<file path="config.mk">
export PLATFORM = sky130hd
export DESIGN_NAME = async_operator_buffered
export DESIGN_NICKNAME = d
export VERILOG_FILES = /design/src/rtl/async_operator_buffered.sv
export SDC_FILE = /design/constraint.sdc
export NUM_CORES = 1
export LEC_CHECK = 0
export ABC_AREA = 1
export BUFFER_PORTS_ARGS = -buffer_cell sky130_fd_sc_hd__buf_2
export CORE_AREA = 5 5 92 180
export CTS_CLUSTER_DIAMETER = 100
export DETAILED_ROUTE_END_ITERATION = 16
export DIE_AREA = 0 0 97 185
export GPL_TIMING_DRIVEN = 0
export PLACE_DENSITY_LB_ADDON = 0.3
export SKIP_LAST_GASP = 1
export SYNTH_ARGS = -nofsm -noshare
export SYNTH_HDL_FRONTEND = slang
export SYNTH_SLANG_ARGS = --single-unit
</file>
<file path="constraint.sdc">
create_clock -name clk -period 2.7 [get_ports clk]
set_input_delay 0.675 -clock clk [delete_from_list [all_inputs] [get_ports clk]]
set_output_delay 0.675 -clock clk [all_outputs]
set_load 0.01 [all_outputs]
</file>
<file path="src/rtl/async_operator_buffered.sv">
// async_operator_buffered: req/ack operand join, configurable arithmetic op,
// depth-entry result FIFO and an independent-ack fan-out to output_size consumers.
module async_operator_buffered #(
    parameter int    data_width  = 32,
    parameter string op          = "reg",
    parameter int    immediate   = 0,
    parameter int    input_size  = 1,
    parameter int    output_size = 1,
    parameter int    depth       = 2
) (
    input  logic                              clk,
    input  logic                              rst,
    output logic [input_size-1:0]             req_l,
    input  logic [input_size-1:0]             ack_l,
    input  logic [data_width*input_size-1:0]  din,
    input  logic [output_size-1:0]            req_r,
    output logic [output_size-1:0]            ack_r,
    output logic [data_width*output_size-1:0] dout,
    output logic [$clog2(depth+1)-1:0]        count
);
    localparam int CW = $clog2(depth + 1);
    localparam int PW = depth > 1 ? $clog2(depth) : 1;
    localparam bit UNARY = op == "reg" || op == "in" || op == "out" || op == "addi" || op == "subi" || op == "muli";
    localparam bit NARY = op == "add" || op == "sub" || op == "mul";

    if (!((UNARY && input_size == 1) || (NARY && input_size >= 2 && input_size <= 3))
        || output_size < 1 || output_size > 8 || depth < 1) begin : g_bad
        $error("async_operator_buffered: unsupported op/input_size/output_size/depth");
    end

    logic [data_width-1:0]             din_q [input_size];
    logic [data_width-1:0]             mem_q [depth];
    logic [data_width-1:0]             d1, d2, d2m, imm, res;
    logic [input_size-1:0]             has_q, has_d, req_l_q, req_l_d, take;
    logic [output_size-1:0]            ack_r_q, ack_r_d, dlv_q, dlv_d, done;
    logic [data_width*output_size-1:0] dout_q;
    logic [PW-1:0]                     wptr_q, wptr_d, rptr_q, rptr_d;
    logic [CW-1:0]                     count_q, count_d;
    logic                              push, pop;

    // Missing operands read as the identity of their op so one expression serves 2 and 3 inputs
    if (input_size > 1) begin : g_d1
        assign d1 = din_q[1];
    end else begin : g_n1
        assign d1 = '0;
    end
    if (input_size > 2) begin : g_d2
        assign d2  = din_q[2];
        assign d2m = din_q[2];
    end else begin : g_n2
        assign d2  = '0;
        assign d2m = data_width'(1);
    end
    assign imm = data_width'(immediate);

    always_comb
        res = op == "add"  ? din_q[0] + d1 + d2
            : op == "sub"  ? din_q[0] - d1 - d2
            : op == "mul"  ? din_q[0] * d1 * d2m
            : op == "addi" ? din_q[0] + imm
            : op == "subi" ? din_q[0] - imm
            : op == "muli" ? din_q[0] * imm
            : din_q[0];

    always_comb begin
        take    = ack_l & ~has_q;
        push    = &has_q && count_q != CW'(depth);
        has_d   = push ? '0 : has_q | take;
        req_l_d = ~has_q & ~take;
        ack_r_d = count_q != '0 ? req_r & ~dlv_q & ~ack_r_q : '0;
        done    = dlv_q | ack_r_d;
        pop     = count_q != '0 && &done;
        dlv_d   = pop ? '0 : done;
        count_d = count_q + CW'(push) - CW'(pop);
        wptr_d  = !push ? wptr_q : (wptr_q == PW'(depth - 1) ? '0 : wptr_q + PW'(1));
        rptr_d  = !pop ? rptr_q : (rptr_q == PW'(depth - 1) ? '0 : rptr_q + PW'(1));
    end

    always_ff @(posedge clk or posedge rst) begin
        if (rst) begin
            has_q   <= '0;
            req_l_q <= '0;
            ack_r_q <= '0;
            dlv_q   <= '0;
            dout_q  <= '0;
            wptr_q  <= '0;
            rptr_q  <= '0;
            count_q <= '0;
            for (int i = 0; i < input_size; i++) din_q[i] <= '0;
        end else begin
            has_q   <= has_d;
            req_l_q <= req_l_d;
            ack_r_q <= ack_r_d;
            dlv_q   <= dlv_d;
            wptr_q  <= wptr_d;
            rptr_q  <= rptr_d;
            count_q <= count_d;
            for (int i = 0; i < input_size; i++)
                if (take[i]) din_q[i] <= din[i*data_width +: data_width];
            for (int j = 0; j < output_size; j++)
                if (ack_r_d[j]) dout_q[j*data_width +: data_width] <= mem_q[rptr_q];
        end
    end

    always_ff @(posedge clk)
        if (push) mem_q[wptr_q] <= res;

    assign req_l = req_l_q;
    assign ack_r = ack_r_q;
    assign dout  = dout_q;
    assign count = count_q;
endmodule

</file>
# ---- Word level (Yosys, flattened, before mapping)
# Memories as Yosys holds them, arrays and structs flattened. A register that Yosys moved wholly into a read port is not among the register bits.
# Index checks and enable logic that the tools add are counted.
dict set report classes {
  addsub 4
  shifts 0
  n_eq_ne 1
  mul 0
  order_cmp 0
  mux 7
  bitwise_logic 10
  n_reduce_logical 3
  div 0
}
# operator count
set op_table {}
lappend op_table {{$mux 1} 7}
lappend op_table {{$and 1x1->1} 4}
lappend op_table {{$not 1->1} 4}
lappend op_table {{$add 1x1->1 const B} 2}
lappend op_table {{$add 2x1->2} 1}
lappend op_table {{$logic_and 1x1->1} 2}
lappend op_table {{$ne 2x2->1 const B} 1}
lappend op_table {{$or 1x1->1} 2}
lappend op_table {{$reduce_bool 2->1} 1}
lappend op_table {{$sub 2x1->2} 1}
dict set report totals {
  mem_bits_rw 64
  wordCells 34
  out_inout_bits 36
  mem_bits_ro 0
  latch_bits 0
  reg_bits 40
  in_bits 36
  memories 1
}
# name words word_bits rd rd_clocked_by_memory_dff wr line
set mem_list {}
lappend mem_list {mem_q 2 32 1 1 1 32} ;# logic [data_width-1:0] mem_q [depth];

# ---- Longest topological paths before layout
# Gate-level depths: netlist of run 1.
dict set report depth {
  depth_word 7
  ltp_mapped 10
  ltp_nobuf 10
}

# ---- Least setup slack after synthesis of run 1
# Ideal clock, no wire load.
dict set report synth_timing {
  path_type {reg-to-reg}
  from {register count_q[1], in the netlist count[1]}
  to {memory mem_q[1][0], enable pin}
  n_path_buf 0
  t_required_ns 2.278
  t_arrival_ns 2.059
  synth_period_minus_slack_ns 2.482
  setup_slack_ns 0.218
  path_stages_with_launch 4
  setup_time_ns 0.422
  path_cell_list {dfrtp_1 -> inv_2 -> o21ai_2 -> nor2_1}
}
dict set report synth_via {
  elab_chain_len 4
}
# item line
set synth_rtl {}
lappend synth_rtl {{start: declaration} 38} ;# logic [CW-1:0] count_q, count_d;
lappend synth_rtl {{start signal: assignment} 97} ;# count_q <= count_d;
lappend synth_rtl {{$ne 2x2->1} 67} ;# push = &has_q && count_q != CW'(depth);
lappend synth_rtl {{$logic_and 1x1->1} 67}
lappend synth_rtl {{$mux 1} 106} ;# if (push) mem_q[wptr_q] <= res;
lappend synth_rtl {{$mux 1 (not written as such)} 106}
lappend synth_rtl {{end: declaration} 32}
# Every way passes these cells.

# ---- Final worst setup path of run 1
dict set report layout_timing {
  from {register ack_r_q, in the netlist ack_r}
  to {output ack_r}
}
# item line
set layout_lines {}
lappend layout_lines {{start: declaration} 35} ;# logic [output_size-1:0] ack_r_q, ack_r_d, dlv_q, dlv_d, done;
lappend layout_lines {{start signal: assignment} 93} ;# ack_r_q <= ack_r_d;
lappend layout_lines {{end: declaration} 17} ;# output logic [output_size-1:0] ack_r,
# No word-level cell between the ends.

==> flow_summary.ini, run 1 <==
[power]
switchingPower_uw = 2815
p_leak_uw = 0.003232
pwr-share-seq_pct = 42.8
p_total_uw = 8631
pwr-share-comb_pct = 28.6
p_int_uw = 5815
swShare_pct = 32.62
irDropWorstVdd_uv = 697.7
power.share.clock_pct = 28.6
power.density_nw_per_um2 = 1295

[timing]
max_freq_mhz = 580.9
rsz0062_at_grt = false
hold_viol_final = 0
drv_slew = 0
fin_crit_sh_pct = 63.75
setup_violations = 0
layout_setup_ws_ns = 0.9787
min_period_ns = 1.721
finalSetupTns_ns = 0
relSlewSlack_pct = 61.88
tightest_slew_ns = 0.5718
skew_ns = 0.008579

[floorplan]
die_w_um = 97
start_util_pct = 35.09
die_h_um = 185
die_area_um2 = 17950
num_io_pins = 72
num_rows = 64
coreArea_um2 = 15130

[worst_setup_path]
critPathLaunchType = flip-flop
cp.arrival_ns = 1.05
worstSetupPathType = flip-flop to output pin
crit_path_max_fanout = 3
path_buf_inv = 1
critPathRequiredTime_ns = 2.03
slowest_delay_ns = 0.46
end_kind = output pin
critical_path.cell_chain = buf_2
cpMaxStageDelayCell = dfrtp_1
crit_family = flip-flops

[logic_synthesis]
syn-num-nets = 527
synth-edff-count = 64
async_flop_share_pct = 52.94
synth-main-ff-cell = dfrtp_1
yosysSeqAreaShare_pct = 70.12
yosys_warnings = 0
netlist_area_um2 = 5310
avgSynthCellArea_um2 = 10.86
synth_cells = 489
synth-seq-cells = 136
synth_cell_types = 20

[clocking]
cts_buffers = 17
post_cts_buffers = 0
ctsHtreeMaxLevel = 4
ctsHoldBuffers = 0
ctsResizeCount = 0
clockBufferDepth = 2
clkSlewWorstSetupHoldPaths_ns = 0.06
clkSinkCount = 136
cts_root_buf = clkbuf_16
clk_latency_ns = 0.41
cts_tree = done

[drt]
vias_per_cell = 4.458
drcViolationCount = 0
routed-via-count = 3531
ant_nets = 0
dr.pass1.iters = 4
wl_um = 10920
wire_per_inst_um = 13.78
drtIter0Drc = 124

[cells_and_area]
diodes = 0
drive_gt1_share_pct = 24.07
final_core_util_pct = 44.03
area_growth_pct = 25.49
nNetsFinal = 619
nFillCells = 1419
multi_input_area_um2 = 1378
regArea_um2 = 3724

[job]
drv_cap = 0

[place]
gp_congestion = 0.7534
pre_cts_ws_ns = 0.8832
port_buffers = 70
post-dp-hpwl_um = 7440

[grt]
grt_max_degree = 68
antenna_found_initial = 0
grt_pass1_wl_um = 18200
track_usage_pct = 13.01
grt_overflow_total = 0
grt_pass1_vias = 3607

[outcome]
outcome = finished, final reports clean

[hold_path]
worstHoldPathType = primary input to async pin
-- final timing paths --
| path | slack, ns | depth (start not counted) | endpoint | start |
|---|---|---|---|---|
| worst max register to register | 1.01 | 4 | mem_q[1][13]$_DFFE_PP_ | count[1]$_DFF_PP0_ |
| max in group asynchronous | 2.03 | 3 | din_q[20]$_DFFE_PP0P_ | rst |
| worst min register to register | 0.46 | 2 | dout[11]$_DFFE_PP0P_ | dout[11]$_DFFE_PP0P_ |
| worst min-delay path | 0.14 | 2 | dout[4]$_DFFE_PP0P_ | rst |
| worst max-delay path | 0.98 | 1 | ack_r | ack_r$_DFF_PP0_ |
| min in group clk | 0.46 | 2 | dout[11]$_DFFE_PP0P_ | dout[11]$_DFFE_PP0P_ |
-- power by group through the flow --
stage          logic [uW]  registers (uW)  clock network, uW
4_1_cts              2540            3690               2520
5_1_grt              2840            3800               2610
3_3_place_gp         2360            3720                  0
3_5_place_dp         2530            3730                  0
2_1_floorplan        1530            3770                  0
6_report             2470            3690               2470
-- state kept, by name, summed over array words and instances (netlist names) --
signal  cells
rptr_q      1
ack_r       1
din_q      32
wptr_q      1
dlv_q       1
req_l       1
has_q       1
mem_q      64
count       2
dout       32
-- metal layers --
layer  routed length (um)  GRT usage [%]  vias to the layer above
met5                    0              0                        -
met4                  103          5.174                        0
met3                  525          3.317                        9
met2                 5347          21.12                       89
met1                 4940          16.72                     1651
li1                     -              -                     1782
-- synthesized netlist by cell type, types with 2 or more instances --
library cell,instances,area share (%)
clkbuf_1,3,0.21
nand2_8,2,0.75
buf_6,5,1.1
ha_1,2,0.47
dfrtp_1,72,34
nand2_2,5,0.59
buf_4,6,0.85
inv_2,4,0.28
edfxtp_1,64,36
inv_1,7,0.49
nor2_1,8,0.57
nand3_1,65,6.1
buf_2,11,1.0
nand2_1,229,16
-- cells in the final DEF, fill, tap and decap left out, drive strengths merged --
cell type	n
nand3	65
inv	13
clkinv	3
xor2	1
a21oi	1
nand2	236
o21ai	1
nor2	9
clkinvlp	1
clkbuf	27
ha	2
buf	96
dfrtp	72
edfxtp	64
bufinv	2
xnor2	1
-- cell type report --
type                       count  area share, %
inverter                      11         0.6572
multi-input combinational    316          20.67
clock inverter                 8          1.483
buffer                        26          2.741
sequential                   136          55.88
tap                          198          3.718
timing repair buffer          73          6.496
clock buffer                  24          8.355
-- per-stage QoR --
| step | area (um2) | instances | hold WS [ns] |
|---|---|---|---|
| 6_report | 6664 | 792 | 0.1399 |
| 5_1_grt | 6664 | 792 | 0.1308 |
| 4_1_cts | 6664 | 792 | 0.1238 |
| 3_5_place_dp | 6008 | 760 | 0.4539 |
| 3_3_place_gp | 5908 | 757 | 0.4479 |
| 2_1_floorplan | 5310 | 489 | 0.4424 |
-- kinds of logic (layout without fill, tap and decap cells) --
| logic type | count (synthesis) | count (layout) | share of synthesized area [%] |
|---|---|---|---|
| xor+xnor | 2 | 2 | 0.3299 |
| compound gates | 2 | 2 | 0.2591 |
| fa+ha+maj | 2 | 2 | 0.4712 |
| simple gates | 310 | 310 | 24.60 |
| buf+inv | 37 | 142 | 4.217 |
| flops | 136 | 136 | 70.12 |
Power figures use the tool's default switching activity.
==> run 2, diff against run 1 <==
==> constraint.sdc (replaced) <==
create_clock -name clk -period 1.6 [get_ports clk]
set_input_delay 0.4 -clock clk [delete_from_list [all_inputs] [get_ports clk]]
set_output_delay 0.4 -clock clk [all_outputs]
set_load 0.01 [all_outputs]
==> run 2 against run 1 <==
  * Cell area decreased by 0.23%
  * First-iteration DRC count is 23% higher
  * Global-route usage rose by 0.33 points
  * Cell count is 0.88% higher
  * Clock skew is 0.0053 ns higher
  * Utilization fell by 0.099 points
  * Power increased by 66%
  * Critical path depth rose by 1
  * Sequential share of layout area is 0.16 points higher
  * Register-to-register slack got worse by 0.94 ns
  * Largest cell class unchanged
  * Largest power group unchanged
  * Highest routed layer unchanged
==> flow_summary.ini, run 2 (synthesis gave the netlist of run 1 again) <==
[outcome]
outcome = finished, final reports clean

[cells_and_area]
multi_input_area_um2 = 1440
drive_gt1_share_pct = 25.96
regArea_um2 = 3726
design_area_um2 = 6649
largest_register = mem_q
nNetsFinal = 626
nFillCells = 1462
largest_reg_flops = 64
final_common_cell = nand2_1
diodes = 0
area_growth_pct = 25.21
final_cell_mix = nand2_1, buf_2, dfrtp_1

[timing]
skew_ns = 0.01386
setup_violations = 0
min_period_ns = 1.537
relSlewSlack_pct = 40.68
holdWs_ns = 0.1646
rsz0062_at_grt = true
hold_viol_final = 0
fin_crit_sh_pct = 96.06
finalSetupTns_ns = 0
drv_slew = 0
tightest_slew_ns = 0.8880
max_freq_mhz = 650.6

[grt]
grt_max_degree = 40
grt_pass1_wl_um = 18540
track_usage_pct = 13.35
grt_pass1_vias = 3609
grt_overflow_total = 0
antenna_found_initial = 0

[power]
power.density_nw_per_um2 = 2150
irDropWorstVdd_uv = 1064
p_leak_uw = 0.003194

[clocking]
ctsHoldBuffers = 0
clockBufferDepth = 2
cts_root_buf = clkbuf_16
cts_buffers = 17
ctsHtreeMaxLevel = 4
clk_latency_ns = 0.41
clkSinkCount = 136
clkSlewWorstSetupHoldPaths_ns = 0.06
cts_tree = done

[floorplan]
die_w_um = 97
coreArea_um2 = 15130
start_util_pct = 35.09
die_h_um = 185
num_rows = 64
die_area_um2 = 17950
num_io_pins = 72

[worst_setup_path]
regToRegEndpoint = count[1]$_DFF_PP0_
startpoint = count[0]$_DFF_PP0_
rr_startpoint = count[0]$_DFF_PP0_
slowest_delay_ns = 0.45
crit_family = flip-flops
cpMaxStageDelayCell = dfrtp_2
ff2ff_setup_slack_ns = 0.07
worstSetupPathType = flip-flop to output pin
critPathLaunchType = flip-flop
end_kind = output pin
r2r_cells = 7
path_buf_inv = 2
critical_path.cell_chain = buf_4, buf_2
cp.arrival_ns = 1.14
crit_path_max_fanout = 3
critPathRequiredTime_ns = 1.20

[drt]
ant_nets = 0
drtIter0Drc = 153
routed-via-count = 3487
drcViolationCount = 0
wire_per_inst_um = 14.05
dr.pass1.iters = 5
vias_per_cell = 4.364
wl_um = 11230

[place]
port_buffers = 70
postPlaceCellArea_um2 = 5947
gp_congestion = 0.7334
post-dp-hpwl_um = 7350

[hold_path]
worstHoldPathType = primary input to async pin

[job]
drv_cap = 0
==> run 2: per-stage QoR <==
stage               power [uW]  std cells  worst slack, ns  utilization [%]
floorplan                 8975        489        -0.005599                -
global placement         10250        757          -0.3053            39.16
detailed placement       10390        758          -0.3071            39.29
CTS                      14200        794         0.002974            43.30
global route             15340        799         -0.01471            43.93
finish                   14290        799          0.06302            43.93
==> run 2: where the power goes <==
group / internal, uW / leakage [uW] / switching [uW]
sequential: 5540 / 0.00150 / 699
clock: 2250 / 0.000266 / 1350
combinational: 1670 / 0.00143 / 2800
total: 9450 / 0.00319 / 4840
==> run 2: routing by layer <==
layer  track usage, %  part of all wire [%]  wire length, um
met1            16.70                    43             4880
met2            22.04                    50             5662
met3            4.033                   4.9              550
met4            4.612                   1.2              136
met5                0                     0                0
==> run 2: worst max-delay path by stage <==
stage                             endpoint  cells after the start
finish                            count[0]                      2
global route            count[1]$_DFF_PP0_                      9
CTS                     count[1]$_DFF_PP0_                     10
detailed placement  mem_q[0][13]$_DFFE_PP_                      3
floorplan            mem_q[1][0]$_DFFE_PP_                      3
global placement    mem_q[1][13]$_DFFE_PP_                      3
==> run 2: layout make-up <==
class	count	area share, %
flip-flops and latches	136	56.04
multi-input cells	318	21.66
clock buffers	24	7.245
repair buffers	78	6.737
well taps	198	3.726
plain buffers	26	2.747
clock inverters	8	1.091
inverters	11	0.7527
==> run 2: worst register-to-register path, delay by kind of cell, from the launching register on <==
family | cells | cell delay [ns]
DFF | 1 | 0.45
adders and majority gates | 2 | 0.43
AOI/OAI and AO/OA | 1 | 0.36
and+or+nand+nor | 2 | 0.10
buffers and inverters | 2 | 0.08
==> run 2: repair_timing <==
item                                    CTS  global route
pin swaps                                 2             5
gates cloned                              2             0
endpoints found under the setup margin   67            31
gates resized for setup                   8             8
buffers inserted                          2             5
